===== config.mk =====
export PLATFORM = sky130hd
export DESIGN_NAME = matrix_input_subsystem
export DESIGN_NICKNAME = d
export VERILOG_FILES = /design/src/rtl/matrix_input_subsystem.sv
export SDC_FILE = /design/constraint.sdc
export NUM_CORES = 1
export LEC_CHECK = 0
export BUFFER_PORTS_ARGS = -buffer_cell sky130_fd_sc_hd__buf_2
export CAP_MARGIN = 20
export CORE_MARGIN = 2
export CORE_UTILIZATION = 54
export CTS_CLUSTER_SIZE = 24
export DETAILED_ROUTE_END_ITERATION = 6
export GPL_ROUTABILITY_DRIVEN = 0
export PLACE_DENSITY = 0.95
export SETUP_SLACK_MARGIN = 0.5
export SLEW_MARGIN = 25
export SYNTH_ARGS = -nofsm -noshare
export SYNTH_HDL_FRONTEND = slang
export SYNTH_SLANG_ARGS = --single-unit

===== constraint.sdc =====
create_clock -name clk -period 8.08 [get_ports clk]
set_input_delay 1.616 -clock clk [delete_from_list [all_inputs] [get_ports clk]]
set_output_delay 1.616 -clock clk [all_outputs]
set_load 0.01 [all_outputs]

===== src/rtl/matrix_input_subsystem.sv =====
`default_nettype none
// ============================================================================
// Module      : matrix_input_subsystem
// Description : Parses an ASCII matrix ("m n" header followed by m*n
//               single-digit elements) from the UART receive byte stream and
//               writes each element, row-major, into matrix storage as a
//               zero-extended 32-bit word. Start/done handshake with the FSM.
// Revision    : 1.0 - initial release
// ============================================================================
module matrix_input_subsystem #(
  parameter int MAX_DIM = 5
) (
  input  logic        clk,
  input  logic        rst,
  input  logic        w_en_input,
  input  logic [7:0]  w_in_base_addr,
  input  logic [7:0]  rx_data,
  input  logic        rx_valid,
  output logic        w_in_wr_en,
  output logic [7:0]  w_in_wr_addr,
  output logic [31:0] w_in_wr_data,
  output logic [31:0] w_in_m,
  output logic [31:0] w_in_n,
  output logic        w_in_done,
  output logic        w_in_err,
  output logic [1:0]  w_in_err_code
);

  localparam logic [3:0] c_max_dim     = 4'(MAX_DIM);
  localparam logic [1:0] c_err_illegal = 2'd1;
  localparam logic [1:0] c_err_range   = 2'd2;
  localparam logic [1:0] c_err_adjacent = 2'd3;

  typedef enum logic [2:0] {
    S_IDLE     = 3'd0,
    S_GET_M    = 3'd1,
    S_GET_N    = 3'd2,
    S_GET_ELEM = 3'd3,
    S_WRITE    = 3'd4,
    S_DONE     = 3'd5,
    S_ERR      = 3'd6
  } state_t;

  state_t     r_state, w_state_nxt;
  logic [7:0] r_base, w_base_nxt;
  logic [7:0] r_idx, w_idx_nxt;
  logic [3:0] r_m, w_m_nxt;
  logic [3:0] r_n, w_n_nxt;
  logic [3:0] r_value, w_value_nxt;
  logic       r_tok, w_tok_nxt;
  logic [1:0] r_code, w_code_nxt;

  logic       w_is_digit;
  logic       w_is_sep;
  logic [3:0] w_digit;
  logic       w_dim_ok;
  logic [7:0] w_total;
  logic       w_last;

  // Byte classification; ASCII digits are 0x30..0x39, so the low nibble is the value.
  assign w_is_digit = (rx_data >= 8'd48) && (rx_data <= 8'd57);
  assign w_is_sep   = (rx_data == 8'd32) || (rx_data == 8'd13) || (rx_data == 8'd10);
  assign w_digit    = rx_data[3:0];
  assign w_dim_ok   = (w_digit != 4'd0) && (w_digit <= c_max_dim);
  assign w_total    = {4'b0, r_m} * {4'b0, r_n};
  assign w_last     = (r_idx == w_total - 8'd1);

  // State and datapath registers; reset drops any partial parse without a done pulse.
  always_ff @(posedge clk or posedge rst) begin
    if (rst) begin
      r_state <= S_IDLE;
      r_base  <= 8'd0;
      r_idx   <= 8'd0;
      r_m     <= 4'd0;
      r_n     <= 4'd0;
      r_value <= 4'd0;
      r_tok   <= 1'b0;
      r_code  <= 2'd0;
    end else begin
      r_state <= w_state_nxt;
      r_base  <= w_base_nxt;
      r_idx   <= w_idx_nxt;
      r_m     <= w_m_nxt;
      r_n     <= w_n_nxt;
      r_value <= w_value_nxt;
      r_tok   <= w_tok_nxt;
      r_code  <= w_code_nxt;
    end
  end

  // Next-state and parse logic: a separator always clears the token flag, a digit
  // while the flag is set is an adjacency error, anything else is illegal.
  always_comb begin
    w_state_nxt = r_state;
    w_base_nxt  = r_base;
    w_idx_nxt   = r_idx;
    w_m_nxt     = r_m;
    w_n_nxt     = r_n;
    w_value_nxt = r_value;
    w_tok_nxt   = r_tok;
    w_code_nxt  = r_code;
    case (r_state)
      S_IDLE: begin
        if (w_en_input) begin
          w_base_nxt  = w_in_base_addr;
          w_idx_nxt   = 8'd0;
          w_tok_nxt   = 1'b0;
          w_code_nxt  = 2'd0;
          w_state_nxt = S_GET_M;
        end
      end
      S_GET_M, S_GET_N, S_GET_ELEM: begin
        if (rx_valid) begin
          if (w_is_sep) begin
            w_tok_nxt = 1'b0;
          end else if (!w_is_digit) begin
            w_code_nxt  = c_err_illegal;
            w_state_nxt = S_ERR;
          end else if (r_tok) begin
            w_code_nxt  = c_err_adjacent;
            w_state_nxt = S_ERR;
          end else if (r_state == S_GET_ELEM) begin
            w_value_nxt = w_digit;
            w_tok_nxt   = 1'b1;
            w_state_nxt = S_WRITE;
          end else if (!w_dim_ok) begin
            w_code_nxt  = c_err_range;
            w_state_nxt = S_ERR;
          end else begin
            w_tok_nxt = 1'b1;
            if (r_state == S_GET_M) begin
              w_m_nxt     = w_digit;
              w_state_nxt = S_GET_N;
            end else begin
              w_n_nxt     = w_digit;
              w_state_nxt = S_GET_ELEM;
            end
          end
        end
      end
      S_WRITE: begin
        w_idx_nxt = r_idx + 8'd1;
        if (w_last) begin
          w_state_nxt = S_DONE;
        end else begin
          // A byte landing on the write cycle is treated as arriving in GET_ELEM
          // right after the write, where the token flag is already set.
          w_state_nxt = S_GET_ELEM;
          w_tok_nxt   = 1'b1;
          if (rx_valid) begin
            if (w_is_sep) begin
              w_tok_nxt = 1'b0;
            end else if (!w_is_digit) begin
              w_code_nxt  = c_err_illegal;
              w_state_nxt = S_ERR;
            end else begin
              w_code_nxt  = c_err_adjacent;
              w_state_nxt = S_ERR;
            end
          end
        end
      end
      S_DONE:  w_state_nxt = S_IDLE;
      S_ERR:   w_state_nxt = S_IDLE;
      default: w_state_nxt = S_IDLE;
    endcase
  end

  // Outputs decode from state so every strobe is exactly one cycle wide.
  assign w_in_wr_en    = (r_state == S_WRITE);
  assign w_in_wr_addr  = w_in_wr_en ? (r_base + r_idx) : 8'd0;
  assign w_in_wr_data  = w_in_wr_en ? {28'b0, r_value} : 32'd0;
  assign w_in_m        = {28'b0, r_m};
  assign w_in_n        = {28'b0, r_n};
  assign w_in_done     = (r_state == S_DONE) || (r_state == S_ERR);
  assign w_in_err      = (r_state == S_ERR);
  assign w_in_err_code = w_in_err ? r_code : 2'd0;

endmodule
`default_nettype wire

== Word level (Yosys, flattened, before mapping) ==
Cells that the tools add are included.
Word-level totals
  bits in registers: 34
Operators by class
  add/sub/neg operators: 3
  multipliers: 1
  $lt $le $gt $ge: 3
  equal/unequal tests: 19
  muxes and demuxes: 40
  bitwise logic cells: 4
  reduce and logical (&&, ||, !) cells: 18
Operator list (number)
  $mux 3: 10
  $mux 2: 12
  $eq 8x4->1 const B: 2
  $mux 8: 2
  $pmux 8 s2: 1
  $reduce_and 8->1: 2
  $ne 2x2->1 const B: 6
  $mux 1: 11
  $eq 3x3->1 const B: 3
  $pmux 3 s3: 1
  $reduce_and 9->1: 1
  $add 8x1->8 const B: 1
  $add 8x8->8: 1
  $eq 8x6->1 const B: 1
  $eq 8x8->1: 1
  $ge 8x6->1 const B: 1
  $le 8x6->1 const B: 1
  $mul 4x4->8: 1
  $ne 4x4->1 const B: 2
  $sub 8x1->8 const B: 1
  $eq 3x2->1 const B: 2
  $pmux 2 s3: 1
  $reduce_and 6->1: 1
  $reduce_and 5->1: 1
  15 further kinds: 22

== Longest topological paths before layout ==
  depth in word-level cells: 9
  gate-level depth with buffers: 14
  gate-level depth less buffers: 13

== Worst setup path before layout ==
OpenSTA, ideal clock, no wires.
  kind: flip-flop to flip-flop
  start point: reg r_n[3]
  end point: reg r_tok
  library setup time: 125 ps
  arrival time: 3770 ps
  slack: 4185 ps
  cell stages (with the launch flop): 15
  buffers on the path: 1
  clock period less this slack: 3895 ps
  path through: dfrtp_1 -> nand2_1 -> ha_1 -> fa_1 -> fa_1 -> inv_1 -> ha_1 -> xnor2_1 -> xnor2_1 -> nor4_2 -> nand3_1 -> or3_1 -> buf_6 -> o32ai_4 -> mux2_4
Between the ends
  cells in the longest elaborated chain, start to end: 5
Ends and longest elaborated chain
  start: declaration: RTL line 48  | logic [3:0] r_n, w_n_nxt;
  start signal: assignment: RTL line 84  | r_n <= w_n_nxt;
  $mul 4x4->8: RTL line 65  | assign w_total = {4'b0, r_m} * {4'b0, r_n};
  $sub 8x1->8: RTL line 66  | assign w_last = (r_idx == w_total - 8'd1);
  $eq 8x8->1: RTL line 66
  $ne 2x2->1 (no line)
  $reduce_and 5->1 (no line)
  end signal: assignment: RTL line 86  | r_tok <= w_tok_nxt;
  end: declaration: RTL line 50  | logic r_tok, w_tok_nxt;
No other way between the ends.
A chain may end at the register's enable or synchronous reset.

== Final worst setup path ==
Ends and elaborated chain as after synthesis.

==> results summary <==
The post-synthesis instance total is 382. The number of flops mapped to enable cells by yosys is 0. After layout, the minimum clock period comes to 4.14 ns.

The worst setup path is launched from a flip-flop. In the post-route analysis, the smallest setup slack over all paths is 3.94 ns. The setup check on the worst reg-to-reg path leaves a slack of 3.94 ns. The area of the core came out at 0.00592 mm2. The areal power density over the cells came out at 215 mW/mm2. The worst hold path belongs to the class flip-flop to flip-flop. The total standard cell area after synthesis came out at 0.00330 mm2. The number of buffers created by CTS came out at 5.

The number of clock sinks is 34. The run finished with clean final reports. The per-cell via count in the routed design came out at 5.12. The distinct cell type count after synthesis is 50. The data required time of the worst path came out at 8.26 ns. In this run, the number of DRC markers left after iteration 0 of detailed routing was 203. The count of final hold-check violations came out at 0. The final max-slew violation count is 0. Max-cap violations in this run came to 0. The yosys synthesis warning count came out at 0. In the synthesized netlist the dominant register cell turns out to be dfrtp_1.

The tree is rooted in a clkbuf_8. The static power due to leakage came out at 0.00181 uW. The kind of capture point of the worst setup path is a flip-flop. The effective utilization at floorplan is 0.557.

By startpoint and endpoint, the worst setup path is classified as flip-flop to flip-flop. In this run the post-CTS setup repair buffer count came out at 0. The register bit count reported by yosys came out at 34.

The area of the multi-input gates is 0.00202 mm2. The maximum clock rate came out at 242 MHz. The clock reaches the later pin of the worst-skew pair after 0.30 ns. Once detail routing completed, the nets flagged for antenna violations numbered 0. The total die area came out at 0.00674 mm2. The depth of the CTS H-tree is 2. After routing, the total negative slack on setup checks comes to 0 ns. Setup repair after global routing left no endpoint under its margin. The number of buffer cells added on primary ports came out at 44. The worst setup timing slack at the placement stage is 3.96 ns. The placement row count is 28.

The floorplan die width came out at 82.1 um. The I/O pin total is 129. The total global-route track usage is 0.206. The diode insertion count for antenna repair is 0. The clock skew came out at 0.00455 ns. The layout cell share with drive strength beyond 1 came out at 0.163. The routed wire length came out at 6660 um. The sequential cells in the finished layout cover a total of 851 um2. The number of antenna violations at the first check in global routing was 0. TritonCTS built the clock tree. The number of nets in the finished design is 473. The global-route wire length before repair is 10,600 um.

After detailed routing, the number of remaining DRC violations is 0. The worst ir drop on vdd is 0.125 mV. The post-synthesis sequential area ratio came out at 0.258. The wire length per cell is 13.4 um. The total of cells resized after clock tree synthesis came out at 0. In this run the worst path has a maximum fanout of 6. The design draws 716 uW. The number of failing setup endpoints in the final timing report came out at 0.

Detailed placement ended at an HPWL of 5090 um. The growth of design area from synthesis to finish came out at 0.797%. The mean instance size in the synthesized netlist came out at 8.63 um2. The via count of the first global-routing pass came to 2,351. Of the available clock period, the critical path in the final layout requires 0.512. The clock-pin transition on the worst setup and hold timing paths came out at 0.06 ns. The count of hold buffers inserted by post-cts repair came out at 0. The routed layout has 2,551 vias.

From bottom edge to top edge, the die measures 82.1 um. The critical path arrival came out at 4.32 ns. The maximum number of pins on one net before global-route repair came out at 35.

The slew at the pin closest to its max-slew limit is 0.717 ns. After global routing the overflow that remains totals 0. The maximum buffer depth of the clock tree came out at 2.

The worst pin sits at a relative slew slack of 0.520. The layout filler cell count came out at 540. The number of detailed-route iterations in the first pass came out at 6. The post-synthesis async set-or-reset flop share is 1.00.
Yosys cell counts (all sizes together) (2+ instances only):
| library cell | instances | area share |
|---|---|---|
| nor2b | 4 | 0.0076 |
| nor3 | 5 | 0.0076 |
| nand3 | 6 | 0.0091 |
| clkbuf | 8 | 0.0091 |
| nand4 | 3 | 0.0057 |
| and2 | 7 | 0.014 |
| nor4 | 3 | 0.012 |
| or3 | 2 | 0.0038 |
| buf | 86 | 0.20 |
| dfrtp | 34 | 0.26 |
| xor2 | 7 | 0.019 |
| nand2b | 2 | 0.0038 |
| ha | 24 | 0.091 |
| o21ai | 14 | 0.021 |
| nor4b | 2 | 0.0053 |
| nor2 | 20 | 0.023 |
| fa | 6 | 0.036 |
| xnor2 | 13 | 0.035 |
| and3 | 10 | 0.019 |
| maj3 | 2 | 0.0061 |
| a31oi | 3 | 0.0057 |
| mux2 | 11 | 0.039 |
| a22o | 2 | 0.0053 |
| a21o | 6 | 0.014 |
| or2 | 2 | 0.0038 |
| inv | 15 | 0.017 |
| o32ai | 2 | 0.011 |
| mux2i | 2 | 0.0061 |
| nand2 | 52 | 0.059 |
| a21oi | 16 | 0.024 |
| o22ai | 2 | 0.0038 |
cells by family (layout without fill, tap and decap cells):
group	after synthesis	in the layout	synth area share
other	1	84	0.00114
flip-flops	34	34	0.258
adder cells (fa/ha/maj)	32	32	0.134
buffers and inverters	109	67	0.224
XOR/XNOR	20	20	0.0532
AO/OA/AOI/OAI	52	52	0.103
multiplexers	13	13	0.0448
AND/OR/NAND/NOR	121	121	0.182
where the power goes:
| part | leakage (uW) | internal [uW] | switching [uW] |
|---|---|---|---|
| sequential | 0.000451 | 214 | 64.4 |
| clock | 0.0000383 | 59.3 | 62.8 |
| combinational | 0.00132 | 132 | 183 |
placed cells by master (no fill, tap or decap), types with 2 or more instances in the layout:
master,Yosys,routed
o22ai_1,2,2
a21oi_1,16,16
and3_1,10,10
and2_1,6,6
xor2_1,7,7
or2_2,2,2
a22o_1,2,2
fa_1,6,6
nand2b_1,2,2
nand4_1,3,3
a21o_1,5,5
o21ai_0,14,14
nand3_1,6,6
mux2_2,10,10
clkbuf_1,8,2
ha_1,24,24
maj3_1,2,2
nor3_1,5,5
buf_2,0,44
nor4b_1,2,2
or3_1,2,2
conb_1,1,84
nor2b_1,4,4
mux2i_1,2,2
a31oi_1,3,3
inv_1,14,14
clkbuf_8,0,5
dfrtp_1,34,34
xnor2_1,13,13
nand2_1,52,52
nor2_1,20,20
flip-flops by register name, summed over array words and instances, names as in the netlist:
| signal | flops |
|---|---|
| r_idx | 8 |
| r_m | 4 |
| r_tok | 1 |
| r_state | 3 |
| r_code | 2 |
| r_base | 8 |
| r_n | 4 |
| r_value | 4 |
worst paths after layout:
kind                                       start                     end  depth (start not counted)
min                        r_base[2]$_DFFE_PP0P_   r_base[2]$_DFFE_PP0P_                          2
max reg2reg                   r_n[3]$_DFFE_PP0P_       r_tok$_DFFE_PP0P_                         13
min reg2reg                r_base[2]$_DFFE_PP0P_   r_base[2]$_DFFE_PP0P_                          2
max in group asynchronous                    rst    r_idx[7]$_DFFE_PP0P_                          3
max                           r_n[3]$_DFFE_PP0P_       r_tok$_DFFE_PP0P_                         13
min in group asynchronous                    rst  r_value[0]$_DFFE_PP0P_                          3
metal layers:
layer	wire length, um	vias to the layer above	part of all wire	global-route usage
met5	0	-	0	0
met4	196	0	0.029	0.0950
met3	500	33	0.075	0.0489
met2	3290	145	0.49	0.343
met1	2670	1170	0.40	0.253
li1	-	1203	-	-
area by class of cell:
cell class	instances	share of cell area
multi-input cells	322	0.607
flip-flops and latches	34	0.256
repair buffers	45	0.0685
well taps	75	0.0282
clock buffers	7	0.0230
inverters	15	0.0169
metrics by stage:
| stage | hold slack (ns) | utilization | area (um2) | cells |
|---|---|---|---|---|
| 6_report | 0.495 | 0.561 | 3320 | 498 |
| 2_1_floorplan | 0.452 | - | 3610 | 465 |
| 4_1_cts | 0.492 | 0.561 | 3320 | 498 |
| 5_1_grt | 0.507 | 0.561 | 3320 | 498 |
| 3_3_place_gp | 0.468 | 0.548 | 3250 | 491 |
| 3_5_place_dp | 0.472 | 0.548 | 3250 | 491 |
critical path, stage by stage (launching register included):
cell	delay, ns
dfrtp_1	0.42
nand2_1	0.08
ha_1	0.33
fa_1	0.50
fa_1	0.55
inv_1	0.04
ha_1	0.34
xnor2_1	0.21
xnor2_1	0.11
nor4_2	0.29
nand3_1	0.13
or3_1	0.52
o32ai_4	0.17
mux2_4	0.32
Note: power is estimated with default switching activity, not from simulation.
